--- src/rtl/step_sequencer_pkg.sv ---
// -----------------------------------------------------------------------------
// step_sequencer_pkg
// Shared definitions for the instruction sequencer and the control unit that
// decodes its outputs: opcode constants, sequencer state encoding, and the
// opcode-to-last-step mapping. Both sides call last_step() so they always
// agree on how many execute steps an instruction takes.
// -----------------------------------------------------------------------------
package step_sequencer_pkg;

  localparam int OPCODE_W = 4;
  localparam int STEP_W   = 2;

  // Opcode map (instruction bits [IR_W-1 -: 4])
  localparam logic [OPCODE_W-1:0] OP_MV   = 4'b0000;
  localparam logic [OPCODE_W-1:0] OP_MVI  = 4'b0001;
  localparam logic [OPCODE_W-1:0] OP_ADD  = 4'b0010;
  localparam logic [OPCODE_W-1:0] OP_SUB  = 4'b0011;
  localparam logic [OPCODE_W-1:0] OP_LD   = 4'b0100;
  localparam logic [OPCODE_W-1:0] OP_ST   = 4'b0101;
  localparam logic [OPCODE_W-1:0] OP_MVNZ = 4'b0110;
  localparam logic [OPCODE_W-1:0] OP_AND  = 4'b0111;
  localparam logic [OPCODE_W-1:0] OP_OR   = 4'b1000;
  localparam logic [OPCODE_W-1:0] OP_XOR  = 4'b1001;
  localparam logic [OPCODE_W-1:0] OP_SRL  = 4'b1010;
  localparam logic [OPCODE_W-1:0] OP_HALT = 4'b1011;

  typedef enum logic [1:0] {
    ST_IDLE  = 2'd0,
    ST_FETCH = 2'd1,
    ST_EXEC  = 2'd2,
    ST_HALT  = 2'd3
  } state_e;

  // Final execute step for each opcode. Parking opcodes (halt and the
  // undefined 11xx range) never execute, so they map to 0.
  function automatic logic [STEP_W-1:0] last_step(input logic [OPCODE_W-1:0] op);
    logic [STEP_W-1:0] step;
    case (op)
      OP_MV, OP_MVI, OP_MVNZ:                          step = 2'd1;
      OP_LD, OP_ST:                                    step = 2'd2;
      OP_ADD, OP_SUB, OP_AND, OP_OR, OP_XOR, OP_SRL:   step = 2'd3;
      default:                                         step = 2'd0;
    endcase
    return step;
  endfunction

  // Opcodes that park the core: explicit halt plus everything from 1100 up.
  function automatic logic is_park(input logic [OPCODE_W-1:0] op);
    return (op == OP_HALT) || (op[3:2] == 2'b11);
  endfunction

endpackage

--- src/rtl/step_sequencer_if.sv ---
// -----------------------------------------------------------------------------
// step_sequencer_if
// Bundle between the control unit (master) and the step sequencer (slave).
//   run           master->slave  level, allows a new instruction to start
//   din           master->slave  instruction word source
//   ir_write      master->slave  IR load enable, honoured in FETCH only
//   instruction   slave->master  registered instruction register
//   counter       slave->master  registered 2-bit step counter
//   busy          slave->master  high in FETCH or EXEC
//   halted        slave->master  high once parked in HALT
//   retire        slave->master  one-cycle pulse on an instruction's last step
//   retired_count slave->master  wrapping count of completed instructions
// -----------------------------------------------------------------------------
interface step_sequencer_if #(
  parameter int DATA_W = 16,
  parameter int IR_W   = 10,
  parameter int CNT_W  = 16
);

  logic              run;
  logic [DATA_W-1:0] din;
  logic              ir_write;
  logic [IR_W-1:0]   instruction;
  logic [1:0]        counter;
  logic              busy;
  logic              halted;
  logic              retire;
  logic [CNT_W-1:0]  retired_count;

  modport master (
    output run, din, ir_write,
    input  instruction, counter, busy, halted, retire, retired_count
  );

  modport slave (
    input  run, din, ir_write,
    output instruction, counter, busy, halted, retire, retired_count
  );

endinterface

--- src/rtl/step_sequencer_instr_reg.sv ---
// -----------------------------------------------------------------------------
// instr_reg
// Load-enabled instruction register with asynchronous active-low clear.
//   clock    in   system clock
//   reset_n  in   async active-low clear
//   load_i   in   capture d_i on the next rising edge
//   d_i      in   W-bit instruction word
//   q_o      out  registered instruction
// -----------------------------------------------------------------------------
module instr_reg #(
  parameter int W = 10
) (
  input  logic         clock,
  input  logic         reset_n,
  input  logic         load_i,
  input  logic [W-1:0] d_i,
  output logic [W-1:0] q_o
);

  logic [W-1:0] ir_q;

  always_ff @(posedge clock or negedge reset_n) begin
    if (!reset_n) begin
      ir_q <= '0;
    end else if (load_i) begin
      ir_q <= d_i;
    end
  end

  assign q_o = ir_q;

endmodule

--- src/rtl/step_sequencer.sv ---
// -----------------------------------------------------------------------------
// step_sequencer
// Instruction sequencer feeding the control unit: holds the IR and the 2-bit
// step counter, walks FETCH -> EXEC steps -> FETCH/IDLE, and parks in HALT
// when a halt or undefined opcode is fetched.
//   clock    in   system clock, rising edge
//   reset_n  in   async active-low reset
//   bus      slave modport of step_sequencer_if (see interface header)
//
// state | meaning
// ------+-------------------------------------------------------------
// IDLE  | waiting for run; counter held at 0
// FETCH | counter 0; IR optionally loaded from din
// EXEC  | counter 1..last_step(opcode); retire on the last step
// HALT  | parked after a halt/undefined opcode; left only via reset_n
// -----------------------------------------------------------------------------
import step_sequencer_pkg::*;

module step_sequencer #(
  parameter int DATA_W = 16,
  parameter int IR_W   = 10,
  parameter int CNT_W  = 16
) (
  input logic              clock,
  input logic              reset_n,
  step_sequencer_if.slave  bus
);

  state_e              state_q, state_d;
  logic [STEP_W-1:0]   cnt_q, cnt_d;
  logic                busy_q, busy_d;
  logic                halted_q, halted_d;
  logic                retire_q, retire_d;
  logic [CNT_W-1:0]    rcnt_q, rcnt_d;

  logic                ir_load;
  logic [IR_W-1:0]     ir_q;
  logic [IR_W-1:0]     ir_next;
  logic [OPCODE_W-1:0] op_q;
  logic [OPCODE_W-1:0] op_next;

  // Upper din bits beyond the instruction width are intentionally ignored.
  logic unused_din;
  assign unused_din = ^bus.din;

  assign ir_load = (state_q == ST_FETCH) && bus.ir_write;
  // ir_next is what the IR will hold after this edge; decoding it lets
  // retire/halted be registered yet line up with the cycle they describe.
  assign ir_next = ir_load ? bus.din[IR_W-1:0] : ir_q;
  assign op_q    = ir_q[IR_W-1 -: OPCODE_W];
  assign op_next = ir_next[IR_W-1 -: OPCODE_W];

  instr_reg #(.W(IR_W)) u_instr_reg (
    .clock   (clock),
    .reset_n (reset_n),
    .load_i  (ir_load),
    .d_i     (bus.din[IR_W-1:0]),
    .q_o     (ir_q)
  );

  always_ff @(posedge clock or negedge reset_n) begin
    if (!reset_n) begin
      state_q  <= ST_IDLE;
      cnt_q    <= '0;
      busy_q   <= 1'b0;
      halted_q <= 1'b0;
      retire_q <= 1'b0;
      rcnt_q   <= '0;
    end else begin
      state_q  <= state_d;
      cnt_q    <= cnt_d;
      busy_q   <= busy_d;
      halted_q <= halted_d;
      retire_q <= retire_d;
      rcnt_q   <= rcnt_d;
    end
  end

  always_comb begin
    state_d = state_q;
    cnt_d   = cnt_q;
    // retire_q is high exactly during the last-step cycle, so the count
    // bumps on the edge that ends it.
    rcnt_d  = retire_q ? rcnt_q + CNT_W'(1) : rcnt_q;

    case (state_q)
      ST_IDLE: begin
        cnt_d = '0;
        if (bus.run) state_d = ST_FETCH;
      end
      ST_FETCH: begin
        if (is_park(op_next)) begin
          state_d = ST_HALT;
          cnt_d   = '0;
        end else begin
          state_d = ST_EXEC;
          cnt_d   = 2'd1;
        end
      end
      ST_EXEC: begin
        // run is only consulted at the last step, so dropping it mid-
        // instruction never truncates the instruction.
        if (cnt_q == last_step(op_q)) begin
          cnt_d   = '0;
          state_d = bus.run ? ST_FETCH : ST_IDLE;
        end else begin
          cnt_d = cnt_q + 2'd1;
        end
      end
      ST_HALT: begin
        cnt_d = '0;
      end
      default: begin
        state_d = ST_IDLE;
        cnt_d   = '0;
      end
    endcase

    busy_d   = (state_d == ST_FETCH) || (state_d == ST_EXEC);
    halted_d = (state_d == ST_HALT);
    retire_d = (state_d == ST_EXEC) && (cnt_d == last_step(op_next));
  end

  assign bus.instruction   = ir_q;
  assign bus.counter       = cnt_q;
  assign bus.busy          = busy_q;
  assign bus.halted        = halted_q;
  assign bus.retire        = retire_q;
  assign bus.retired_count = rcnt_q;

endmodule

--- src/flat_wrapper.sv ---
// flat-port wrapper written by rule: the top's interface ports become plain ports
module step_sequencer_flat 
#(
  parameter int DATA_W = 16,
  parameter int IR_W   = 10,
  parameter int CNT_W  = 16
)
  (clock, reset_n, bus_run, bus_din, bus_ir_write, bus_instruction, bus_counter, bus_busy, bus_halted, bus_retire, bus_retired_count);
  step_sequencer_if #(.DATA_W(DATA_W), .IR_W(IR_W), .CNT_W(CNT_W)) bus_i ();
  input logic clock;
  input logic reset_n;
  input wire logic [$bits(bus_i.run)-1:0] bus_run;
  input wire logic [$bits(bus_i.din)-1:0] bus_din;
  input wire logic [$bits(bus_i.ir_write)-1:0] bus_ir_write;
  output wire logic [$bits(bus_i.instruction)-1:0] bus_instruction;
  output wire logic [$bits(bus_i.counter)-1:0] bus_counter;
  output wire logic [$bits(bus_i.busy)-1:0] bus_busy;
  output wire logic [$bits(bus_i.halted)-1:0] bus_halted;
  output wire logic [$bits(bus_i.retire)-1:0] bus_retire;
  output wire logic [$bits(bus_i.retired_count)-1:0] bus_retired_count;
  assign bus_i.run = bus_run;
  assign bus_i.din = bus_din;
  assign bus_i.ir_write = bus_ir_write;
  assign bus_instruction = bus_i.instruction;
  assign bus_counter = bus_i.counter;
  assign bus_busy = bus_i.busy;
  assign bus_halted = bus_i.halted;
  assign bus_retire = bus_i.retire;
  assign bus_retired_count = bus_i.retired_count;
  step_sequencer #(.DATA_W(DATA_W), .IR_W(IR_W), .CNT_W(CNT_W)) u_core (.clock(clock), .reset_n(reset_n), .bus(bus_i));
endmodule
--- config.mk ---
export PLATFORM = sky130hd
export DESIGN_NAME = step_sequencer_flat
export DESIGN_NICKNAME = d
export VERILOG_FILES = /design/src/rtl/step_sequencer_pkg.sv /design/src/rtl/step_sequencer_if.sv /design/src/rtl/step_sequencer_instr_reg.sv /design/src/rtl/step_sequencer.sv /design/src/flat_wrapper.sv
export SDC_FILE = /design/constraint.sdc
export NUM_CORES = 1
export LEC_CHECK = 0
export ABC_AREA = 1
export CAP_MARGIN = 5
export CORE_MARGIN = 4
export CORE_UTILIZATION = 45
export CTS_BUF_LIST = sky130_fd_sc_hd__clkbuf_8
export CTS_CLUSTER_DIAMETER = 40
export CTS_CLUSTER_SIZE = 28
export DETAILED_ROUTE_END_ITERATION = 10
export HOLD_SLACK_MARGIN = 0.12
export PLACE_DENSITY = 0.9
export SYNTH_ARGS = -nofsm -noshare
export SYNTH_HDL_FRONTEND = slang
export SYNTH_SLANG_ARGS = --single-unit
--- constraint.sdc ---
create_clock -name clock -period 3.95 [get_ports clock]
set_input_delay 0.79 -clock clock [delete_from_list [all_inputs] [get_ports clock]]
set_output_delay 0.79 -clock clock [all_outputs]
set_load 0.05 [all_outputs]
==> flow_summary.json, run 1 <==
{
  "timing.rr.end": "u_core.bus.retire",
  "fmax_mhz": 384,
  "cts_hold_buf": 0,
  "rows": 21,
  "endpoint_kind": "flip-flop",
  "ff2ff_path_depth": 14,
  "diodes": 0,
  "worst_pin_slew_ns": 0.514,
  "crit_path_start_kind": "primary input",
  "synth_xor_xnor_area_share_pct": 8.64,
  "synth_commonest_cells": "nand2_1 (42), dfrtp_1 (33), inv_1 (20)",
  "yosys.area_share.simple_pct": 25.1,
  "cts_num_sinks": 33,
  "nets": 243,
  "fillCellCount": 262,
  "slew_violations": 0,
  "place_congestion": 0.860,
  "hold_violations": 0,
  "syn_inst": 169,
  "syn-cell-area_mm2": 0.00162,
  "hold_class": "reg -> reg",
  "min_to": "u_core.bus.retired_count[15]",
  "post-route-util_pct": 65.4,
  "hold_depth": 1,
  "gr-total-overflow": 0,
  "grt_pass1_vias": 1290,
  "multi_input_area_um2": 703,
  "synth_nets": 192,
  "drt_first_pass_iters": 4,
  "grt_max_degree": 34,
  "setup_viol": 0,
  "yosysSeqAreaShare_pct": 50.9,
  "core_area_mm2": 0.00342,
  "powerDensity_mw_per_mm2": 825,
  "synth_top_family_by_area": "simple AND/OR/NAND/NOR gates",
  "synth_compound_area_share_pct": 2.39,
  "drive_gt1_share_pct": 14.5,
  "io_pins": 51,
  "cts_tree": "yes",
  "total_leakage_power_nw": 1.09,
  "clk_latency_ns": 0.29,
  "grt_usage_pct": 15.5,
  "ys_ff_latch": 33,
  "viasPerCell": 4.78,
  "ys_warn_count": 0,
  "area_delta_synth_final_pct": 37.6,
  "max-vdd-ir-drop_mv": 0.316,
  "die_w_um": 68.1,
  "clk_path_buf_depth": 2,
  "ys_top_cells_by_area": "dfrtp_1 (51%), nand2_1 (9.7%), xor2_1 (5.4%)",
  "period_share_pct": 65.9,
  "clock_skew_ns": 0.00523,
  "dieArea_mm2": 0.00463,
  "worstPathRequired_ns": 4.17,
  "r2r_slack_ns": 1.95,
  "cts_max_level": 2,
  "synth_mux_area_share_pct": 4.86,
  "yosys.cell_count.top_type": "nand2_1",
  "rr_startpoint": "u_core.state_q[1]",
  "root_buffer": "clkbuf_8",
  "netlist.area_leader.share_pct": 50.9,
  "worstPathArrival_ns": 2.83,
  "synth_top_area_cell": "dfrtp_1",
  "wl_per_cell_um": 11.8,
  "cap_violations": 0,
  "outcome": "finished clean",
  "drc": 0,
  "synth_edf_count": 0,
  "ff_latch_area_um2": 826,
  "wl_um": 3160,
  "postCtsSetupRepairBufs": 0,
  "syn_avg_cell_area_um2": 9.60,
  "ys_types": 21,
  "final.min_clock_period_ns": 2.60,
  "power.total_mw": 1.84,
  "start_util_pct": 47.5,
  "final.setup.tns_ns": 0,
  "vias": 1276,
  "path_clk_slew_ns": 0.07,
  "critPathMaxFanout": 12,
  "relSlewSlack_pct": 65.6,
  "synthAdderAreaFrac_pct": 2.31,
  "chipHeight_um": 68.1,
  "first_iter_violations": 100,
  "crit_type": "in -> reg",
  "dp_hpwl_um": 2460,
  "cts_buffers": 5,
  "holdCritStartpoint": "u_core.bus.retired_count[15]",
  "drtAntennaViolNets": 0,
  "numPortBuffers": 44,
  "async_reset_ff_share_pct": 100,
  "ctsResizeCount": 0,
  "antenna_found_initial": 0,
  "synth_top_flop_cell": "dfrtp_1",
  "rsz0062_at_grt": "no",
  "grt_pass1_wl_um": 5310
}
-- cell families (layout without fill, tap and decap cells) --
kind of cell	count (synthesis)	count (layout)
mux	7	7
buf+inv	23	75
fa+ha+maj	3	3
compound gates	5	5
xor+xnor	16	16
flops	33	33
simple gates	82	82
-- metal layers --
metal / GRT usage, % / share of wire, % / vias up
met3: 4.27 / 5.0 / 10
met1: 16.6 / 40 / 596
met2: 27.4 / 52 / 30
li1: - / - / 640
met5: 0 / 0 / -
met4: 8.19 / 2.9 / 0
-- placed cells by master, fill, tap and decap left out --
cell,instances
nand3_2,2
mux2_2,7
dfrtp_1,33
buf_4,1
nor2_1,7
bufinv_16,1
nand2_1,42
nand2_4,3
o21ai_4,1
xor2_1,10
inv_2,2
a21oi_1,1
inv_1,21
nor3_4,1
o21ai_0,2
ha_1,3
nand3_1,12
clkbuf_8,6
nand4_1,7
nor2_2,2
xnor2_1,6
o211ai_1,1
clkdlybuf4s50_1,44
nand2_2,6
-- state kept, by name (all words and copies together), names as in the netlist --
| register | count |
|---|---|
| u_core.bus.retired_count | 16 |
| u_core.u_instr_reg.q_o | 10 |
| u_core.bus.counter | 2 |
| u_core.state_q | 2 |
| u_core.bus.busy | 1 |
| u_core.bus.halted | 1 |
| u_core.bus.retire | 1 |
-- area by class of cell --
cell class / count / area share [%]
clock buffers: 6 / 3.70
clock inverters: 2 / 1.51
inverters: 22 / 3.70
multi-input cells: 113 / 31.5
flip-flops and latches: 33 / 37.0
well taps: 46 / 2.58
repair buffers: 45 / 20.1
-- per-stage QoR --
step                      instances  worst slack, ns  hold slack, ns  instance area, um^2
final                           267             1.35           0.468                 2230
after global routing            267             1.15           0.489                 2230
after CTS                       267             1.35           0.475                 2230
after detailed placement        259             1.05           0.462                 2120
after global placement          259             1.17           0.461                 2120
after floorplan                 169             2.00           0.494                 1620
-- critical path, stage by stage --
cell             delay, ns
clkdlybuf4s50_1       0.56
nand3_2               0.32
nand2_1               0.23
nand2_4               0.09
nand2_2               0.07
nand2_2               0.06
nand2_2               0.08
nand2_1               0.05
nand2_1               0.05
nand2_1               0.09
inv_1                 0.07
ha_1                  0.17
nand3_1               0.09
nor2_1                0.08
-- worst max path at each step --
stage               cells past startpoint    startpoint           endpoint  slack [ns]
floorplan                              13  bus_ir_write    u_core.bus.busy        2.00
global placement                       14  bus_ir_write  u_core.bus.retire        1.17
detailed placement                     14  bus_ir_write  u_core.bus.retire        1.05
CTS                                    14  bus_ir_write  u_core.bus.retire        1.35
global route                           14  bus_ir_write  u_core.bus.retire        1.15
finish                                 14  bus_ir_write  u_core.bus.retire        1.35
-- power breakdown --
part | switching, mW | internal, mW
Sequential | 0.0928 | 0.443
Combinational | 0.642 | 0.342
Clock | 0.120 | 0.203
Total | 0.855 | 0.988
Note: power is estimated with default switching activity, not from simulation.
==> inputs of run 2 (changes only) <==
- clock period: 3.95 -> 2.72 ns (I/O delays scaled with it)
==> flow_summary.json, run 2 (same netlist as run 1, synthesis figures left out) <==
{
  "relSlewSlack_pct": 65.8,
  "drive_gt1_share_pct": 14.9,
  "hold_slack_ns": 0.468,
  "stdcell_count": 268,
  "grt_usage_pct": 14.9,
  "postCtsSetupRepairBufs": 0,
  "wl_per_cell_um": 11.5,
  "drtAntennaViolNets": 0,
  "rows": 21,
  "cts_tree": "yes",
  "die_w_um": 68.1,
  "drc": 0,
  "worstPathRequired_ns": 2.94,
  "area_delta_synth_final_pct": 38.1,
  "largest_reg_flops": 16,
  "ff_latch_area_um2": 826,
  "cts_num_sinks": 33,
  "viasPerCell": 4.74,
  "dieArea_mm2": 0.00463,
  "fmax_mhz": 468,
  "dp_hpwl_um": 2380,
  "diodes": 0,
  "critPathMaxFanout": 6,
  "cts_buffers": 5,
  "final.min_clock_period_ns": 2.14,
  "chipHeight_um": 68.1,
  "first_iter_violations": 71,
  "cts_max_level": 2,
  "layout_common_cells": "clkdlybuf4s50_1 (44), nand2_1 (42), dfrtp_1 (33)",
  "nets": 244,
  "drt_first_pass_iters": 4,
  "wl_um": 3080,
  "place_congestion": 0.860,
  "crit_type": "in -> reg",
  "grt_pass1_wl_um": 5200,
  "crit_path_start_kind": "primary input",
  "hold_violations": 0,
  "root_buffer": "clkbuf_8",
  "worstPathArrival_ns": 2.35,
  "worst_pin_slew_ns": 0.511,
  "clock_skew_ns": 0.00433,
  "core_area_mm2": 0.00342,
  "period_share_pct": 78.5,
  "cap_violations": 0,
  "antenna_found_initial": 0,
  "clk_latency_ns": 0.28,
  "r2r_slack_ns": 0.92,
  "setup_viol": 0,
  "rsz0062_at_grt": "no",
  "outcome": "finished clean",
  "io_pins": 51,
  "gr-total-overflow": 0,
  "hold_class": "reg -> reg",
  "final_common_cell": "clkdlybuf4s50_1",
  "fillCellCount": 259,
  "endpoint_kind": "flip-flop",
  "slew_violations": 0,
  "final.setup.tns_ns": 0,
  "multi_input_area_um2": 703,
  "grt_pass1_vias": 1245,
  "start_util_pct": 47.5,
  "path_clk_slew_ns": 0.07,
  "ctsResizeCount": 0,
  "vias": 1271,
  "grt_max_degree": 34,
  "max-vdd-ir-drop_mv": 0.400,
  "clk_path_buf_depth": 2,
  "place_inst": 260,
  "numPortBuffers": 44,
  "powerDensity_mw_per_mm2": 1190,
  "total_leakage_power_nw": 1.09,
  "cts_hold_buf": 0
}
## run 2: per-layer routing
| metal | part of all wire [%] | GRT usage (%) |
|---|---|---|
| met5 | 0 | 0 |
| met4 | 0.88 | 3.97 |
| met1 | 41 | 17.0 |
| met2 | 52 | 26.6 |
| met3 | 5.5 | 5.09 |
## run 2: where the power goes
part           internal, mW  switching [mW]  leakage, nW
sequential            0.644           0.133        0.425
combinational         0.498           0.932        0.602
clock                 0.295           0.168       0.0626
## run 2: path summary, 6_finish.rpt
check | startpoint | endpoint | depth (start not counted)
max in group asynchronous | reset_n | u_core.bus.retired_count[14] | 2
worst min-delay path | u_core.bus.retired_count[15] | u_core.bus.retired_count[15] | 1
worst max-delay path | bus_ir_write | u_core.bus.retire | 14
min in group asynchronous | reset_n | u_core.bus.retired_count[5] | 2
worst min register to register | u_core.bus.retired_count[15] | u_core.bus.retired_count[15] | 1
worst max register to register | u_core.state_q[1] | u_core.bus.retire | 14
## run 2: per-stage QoR
step           power, mW  utilization, %  area (um^2)  worst slack, ns
3_5_place_dp        2.21            62.2         2120            0.298
5_1_grt             2.86            65.6         2240            0.409
3_3_place_gp        2.17            62.2         2120            0.343
4_1_cts             2.70            65.6         2240            0.590
6_report            2.67            65.6         2240            0.584
2_1_floorplan       1.79               -         1620            0.852
## run 2: worst max-delay path: stages
cell and delay, ns:
clkdlybuf4s50_1 0.56, nand3_2 0.21, nand2_1 0.10, nand2_1 0.11
inv_1 0.11, nand2_2 0.08, nand2_2 0.08, nand2_1 0.05
nand2_1 0.05, nand2_1 0.08, inv_1 0.07, ha_1 0.15
nand3_1 0.07, nor2_1 0.08
## run 2: cell type report
class / instances / area share (%)
multi-input combinational: 113 / 31.4
tap: 46 / 2.57
timing repair buffer: 46 / 20.3
clock inverter: 2 / 1.51
inverter: 22 / 3.69
clock buffer: 6 / 3.69
sequential: 33 / 36.9
==> edit 1: new RTL, flow settings as in run 2 <==
`CNT_W` is set to 16 in 3 places; all go to 24.
--- a/src/rtl/step_sequencer_if.sv
+++ b/src/rtl/step_sequencer_if.sv
@@ -16,3 +16,3 @@
   parameter int IR_W   = 10,
-  parameter int CNT_W  = 16
+  parameter int CNT_W  = 24
 );
--- a/src/rtl/step_sequencer.sv
+++ b/src/rtl/step_sequencer.sv
@@ -21,3 +21,3 @@
   parameter int IR_W   = 10,
-  parameter int CNT_W  = 16
+  parameter int CNT_W  = 24
 ) (
--- a/src/flat_wrapper.sv
+++ b/src/flat_wrapper.sv
@@ -5,3 +5,3 @@
   parameter int IR_W   = 10,
-  parameter int CNT_W  = 16
+  parameter int CNT_W  = 24
 )
Interface: changed (resized bus_retired_count); port bits go from 51 to 59. No check against the original RTL was run, so the function may have changed too.
==> edit 1 against run 2 <==
Final cell count increased by 32%. Count of clock-buffer cells in the layout decreased by 1. First-iteration DRC count decreased by 24%. Clock skew increased by 0.0012 ns. Via count increased by 36%. Worst hold slack got worse by 0.098 ns. Setup slack got worse by 0.11 ns. Wire length increased by 40%. Maximum frequency decreased by 4.7%. Final area increased by 23%. Total power increased by 0.97%. Area after synthesis increased by 30%. Sequential cell count increased by 8. Critical endpoint unchanged. Synthesized cell count increased by 43%.
==> edit 1: results (changes against run 2) <==
- Seq pwr share: 0.332 (+0.041)
- Largest net degree at the start of global routing: 42 (+24%)
- Sequential share of cell area: 0.373 (+0.00405)
- P_int: 1.42 mW (-1.4%)
- Hpwl dp: 3410 um (+43%)
- Synthesis-to-finish area growth: 31.0%
- DR vias/cell: 4.89 (+3.0%)
- Netlist cell types: 24 (+14%)
- Multi-input logic area: 922 sq um (+31%)
- Sequential fraction of the synthesis area: 0.488 (-0.0208)
- R2R Setup Slk: 0.77 ns (-0.15 ns)
- Share of layout cells above drive strength 1: 0.110 (-0.0390)
- Final worst path period need: 2.24 ns (+0.106 ns)
- CP arrival: 2.46 ns (+0.11 ns)
- Worst Clk Skew: 0.00553 ns (+0.00120 ns)
- Clk cell area share: 0.0300 (-0.0219)
- CTS Sinks: 41 (+24%)
- Most frequent cells after synthesis: 61 x nand2_1, 41 x dfrtp_1, 35 x inv_1, 17 x nand3_1, 16 x xor2_1
- Core Rows: 24 (+14%)
- Gpl congestion: 0.863 (+0.35%)
- Outcome: complete, no violations
- WHS: 0.370 ns (-0.0978 ns)
- Max FFs per register: 24 (+8)
- # fillers: 389 (+50%)
- Worst vdd ir: 717 uV (+79%)
- Vias in the first global route: 1694 (+36%)
- Placed cells: 345 (+33%)
- Syn_nets: 264 (+38%)
- Pre-CTS setup slack: 0.173 ns (-0.126 ns)
- Tot GR Track Use: 0.155 (+0.00560)
- Cell leakage power: 1.31 nW (+21%)
- Area contributors post-synth: dfrtp_1 49%, nand2_1 11%, xor2_1 6.7%, inv_1 6.3%, nand3_1 4.0%
- Non-clk bufs: 52 (+13%)
- Port Buffers: 52 (+18%)
- Comb_multi_in: 162 (+43%)
- Invs w/o clock: 38 (+73%)
==> edit 1: cell count changes after synthesis, sizes merged, moves of 2 or more <==
cell / change
xor2: +6
inv: +16
o21ai: -2
nor3: +9
nand2: +22
nor4: +2
nand3: +4
nor2: +5
dfrtp: +8
a21oi: +2
==> edit 1: cell families (layout without fill, tap and decap cells) <==
| family | after synthesis | count (layout) | synth area share |
|---|---|---|---|
| AOI/OAI and AO/OA | 4 | 4 | 0.00952 |
| xor gates and xnor gates | 23 | 23 | 0.0958 |
| adders and majority gates | 2 | 2 | 0.0119 |
| buffers and inverters | 39 | 98 | 0.0732 |
| DFF | 41 | 41 | 0.488 |
| muxes | 6 | 6 | 0.0321 |
| and+or+nand+nor | 127 | 127 | 0.289 |
==> edit 1: metal layers <==
metal	vias up	routed length [um]	track usage
met4	0	61	0.0525
met2	48	2160	0.279
met5	-	0	0
met3	8	229	0.0390
li1	871	-	-
met1	798	1860	0.178
==> edit 2: new RTL, flow settings as in run 2 <==
Made on the original files. Re-encode `state_e` (4 states) as one-hot, 4 bits wide.
--- a/src/rtl/step_sequencer_pkg.sv
+++ b/src/rtl/step_sequencer_pkg.sv
@@ -26,7 +26,7 @@
 
-  typedef enum logic [1:0] {
-    ST_IDLE  = 2'd0,
-    ST_FETCH = 2'd1,
-    ST_EXEC  = 2'd2,
-    ST_HALT  = 2'd3
+  typedef enum logic [3:0] {
+    ST_IDLE  = 4'b0001,
+    ST_FETCH = 4'b0010,
+    ST_EXEC  = 4'b0100,
+    ST_HALT  = 4'b1000
   } state_e;
Function: no difference found for any inputs over 10 cycles, from zero or initial values and one cycle with reset_n low; not proved beyond that.
==> edit 2 against run 2 <==
Sequential power grew 0.8%. Core utilization shrank 2.2 points. Count of clock-buffer cells in the layout is the same. Wire length grew 7.8%. Final area grew 4.4%. Sequential cell count grew 2. Setup slack lost 0.011 ns. Area after synthesis grew 5.9%. Total power shrank 7.9%. First-iteration DRC count grew 30%. Critical path depth shrank 13.
==> edit 2: results (changes against run 2) <==
- DR iter-0 viols: 92 (+30%)
- Outcome: complete, no violations
- Syn_nets: 207 (+7.8%)
- Worst Clk Skew: 0.00313 ns (-0.00120 ns)
- CP delay by family, top: buffers and inverters
- Vias in the first global route: 1267 (+1.8%)
- GRT met1 Usage: 0.158 (-0.0113)
- Netlist cell types: 26 (+24%)
- Max FO, Critical Path: 6 (unchanged)
- Most frequent cells after synthesis: 51 x nand2_1, 34 x dfrtp_1, 19 x inv_1, 15 x nand3_1, 10 x xor2_1
- Max stage delay on crit path: 0.85 ns (+0.29 ns)
- R2R Setup Slk: 0.89 ns (-0.03 ns)
- Dominant synthesized flop cell: dfrtp_1
- Post-Route M1 WL: 1320 um (+3.6%)
- Length of routed met3 wiring: 208 um (+24%)
- Total number of vias: 1388 (+9.2%)
- P_int: 1.36 mW (-5.4%)
- Met2 wire length: 1740 um (+8.5%)
- Area contributors post-synth: dfrtp_1 50%, nand2_1 11%, xor2_1 5.1%, nand2_4 4.6%, nand3_1 4.4%
- Final wirelength: 3320 um (+7.8%)
- Hold path depth: 2 (+1)
- Pre-CTS setup slack: 0.432 ns (+0.133 ns)
- Nets: 259 (+6.1%)
- # fillers: 320 (+24%)
- Hpwl dp: 2590 um (+8.7%)
- Reg2reg path depth: 13 (-1)
- CTS Buffer Depth: 2 (unchanged)
- CP arrival: 1.60 ns (-0.75 ns)
- CTS H-tree depth: 2 (unchanged)
- Routing usage on met3: 0.0609 (+0.00997)
- Share of layout cells above drive strength 1: 0.155 (+0.00616)
- Top sig layer: met4
- Largest net degree at the start of global routing: 36 (+5.9%)
- Hold EP: u_core.u_instr_reg.q_o[3]
- First-pass GRT wire length: 5680 um (+9.2%)
- Cell leakage power: 1.13 nW (+3.9%)
- Tot GR Track Use: 0.145 (-0.00438)
- Worst vdd ir: 667 uV (+67%)
- Worst Max-Slew Pin Slew: 0.516 ns (+0.00486 ns)
- Gpl congestion: 0.812 (-5.6%)
- R2r startpoint: u_core.state_q[3]
- Min-delay src: u_core.u_instr_reg.q_o[3]
- Sequential fraction of the synthesis area: 0.511 (+0.00169)
edit 2: worst max path at each step:
stage | slack (ns) | end | startpoint
finish | 0.57 | bus_instruction[7] | u_core.u_instr_reg.q_o[7]
global route | 0.52 | bus_instruction[7] | u_core.u_instr_reg.q_o[7]
CTS | 0.56 | bus_instruction[7] | u_core.u_instr_reg.q_o[7]
detailed placement | 0.43 | u_core.bus.retire | bus_ir_write
global placement | 0.48 | u_core.bus.retire | bus_ir_write
floorplan | 0.80 | u_core.bus.retired_count[14] | u_core.bus.retired_count[0]
edit 2: logic make-up after synthesis:
group,Yosys count,share of synthesized area
and+or+nand+nor,101,0.310
DFF,35,0.511
buffers and inverters,24,0.0568
xor gates and xnor gates,16,0.0816
AOI/OAI and AO/OA,8,0.0269
muxes,1,0.00655
adders and majority gates,1,0.00728
edit 2: area by class of cell:
class,instances,area [sq um],area share
clock buffers,6,82.6,0.0353
clock inverters,2,35.0,0.0150
inverters,23,86.3,0.0369
multi-input cells,127,743,0.318
flip-flops and latches,35,877,0.375
well taps,48,60.1,0.0257
repair buffers,46,455,0.195
edit 2: power groups by stage:
stage | sequential [mW] | clock [mW] | combinational (mW)
6_report | 0.783 | 0.472 | 1.20
5_1_grt | 0.805 | 0.509 | 1.30
4_1_cts | 0.784 | 0.486 | 1.21
3_5_place_dp | 0.793 | 0 | 1.20
3_3_place_gp | 0.786 | 0 | 1.18
2_1_floorplan | 1.16 | 0 | 0.481
edit 2: per-stage QoR:
stage	hold slack (ns)	cell area, sq um	cells	power [mW]
after floorplan	0.248	1720	186	1.64
after global placement	0.461	2220	279	1.96
after detailed placement	0.465	2220	279	2.00
after CTS	0.484	2340	287	2.48
after global routing	0.508	2340	287	2.61
final	0.477	2340	287	2.46
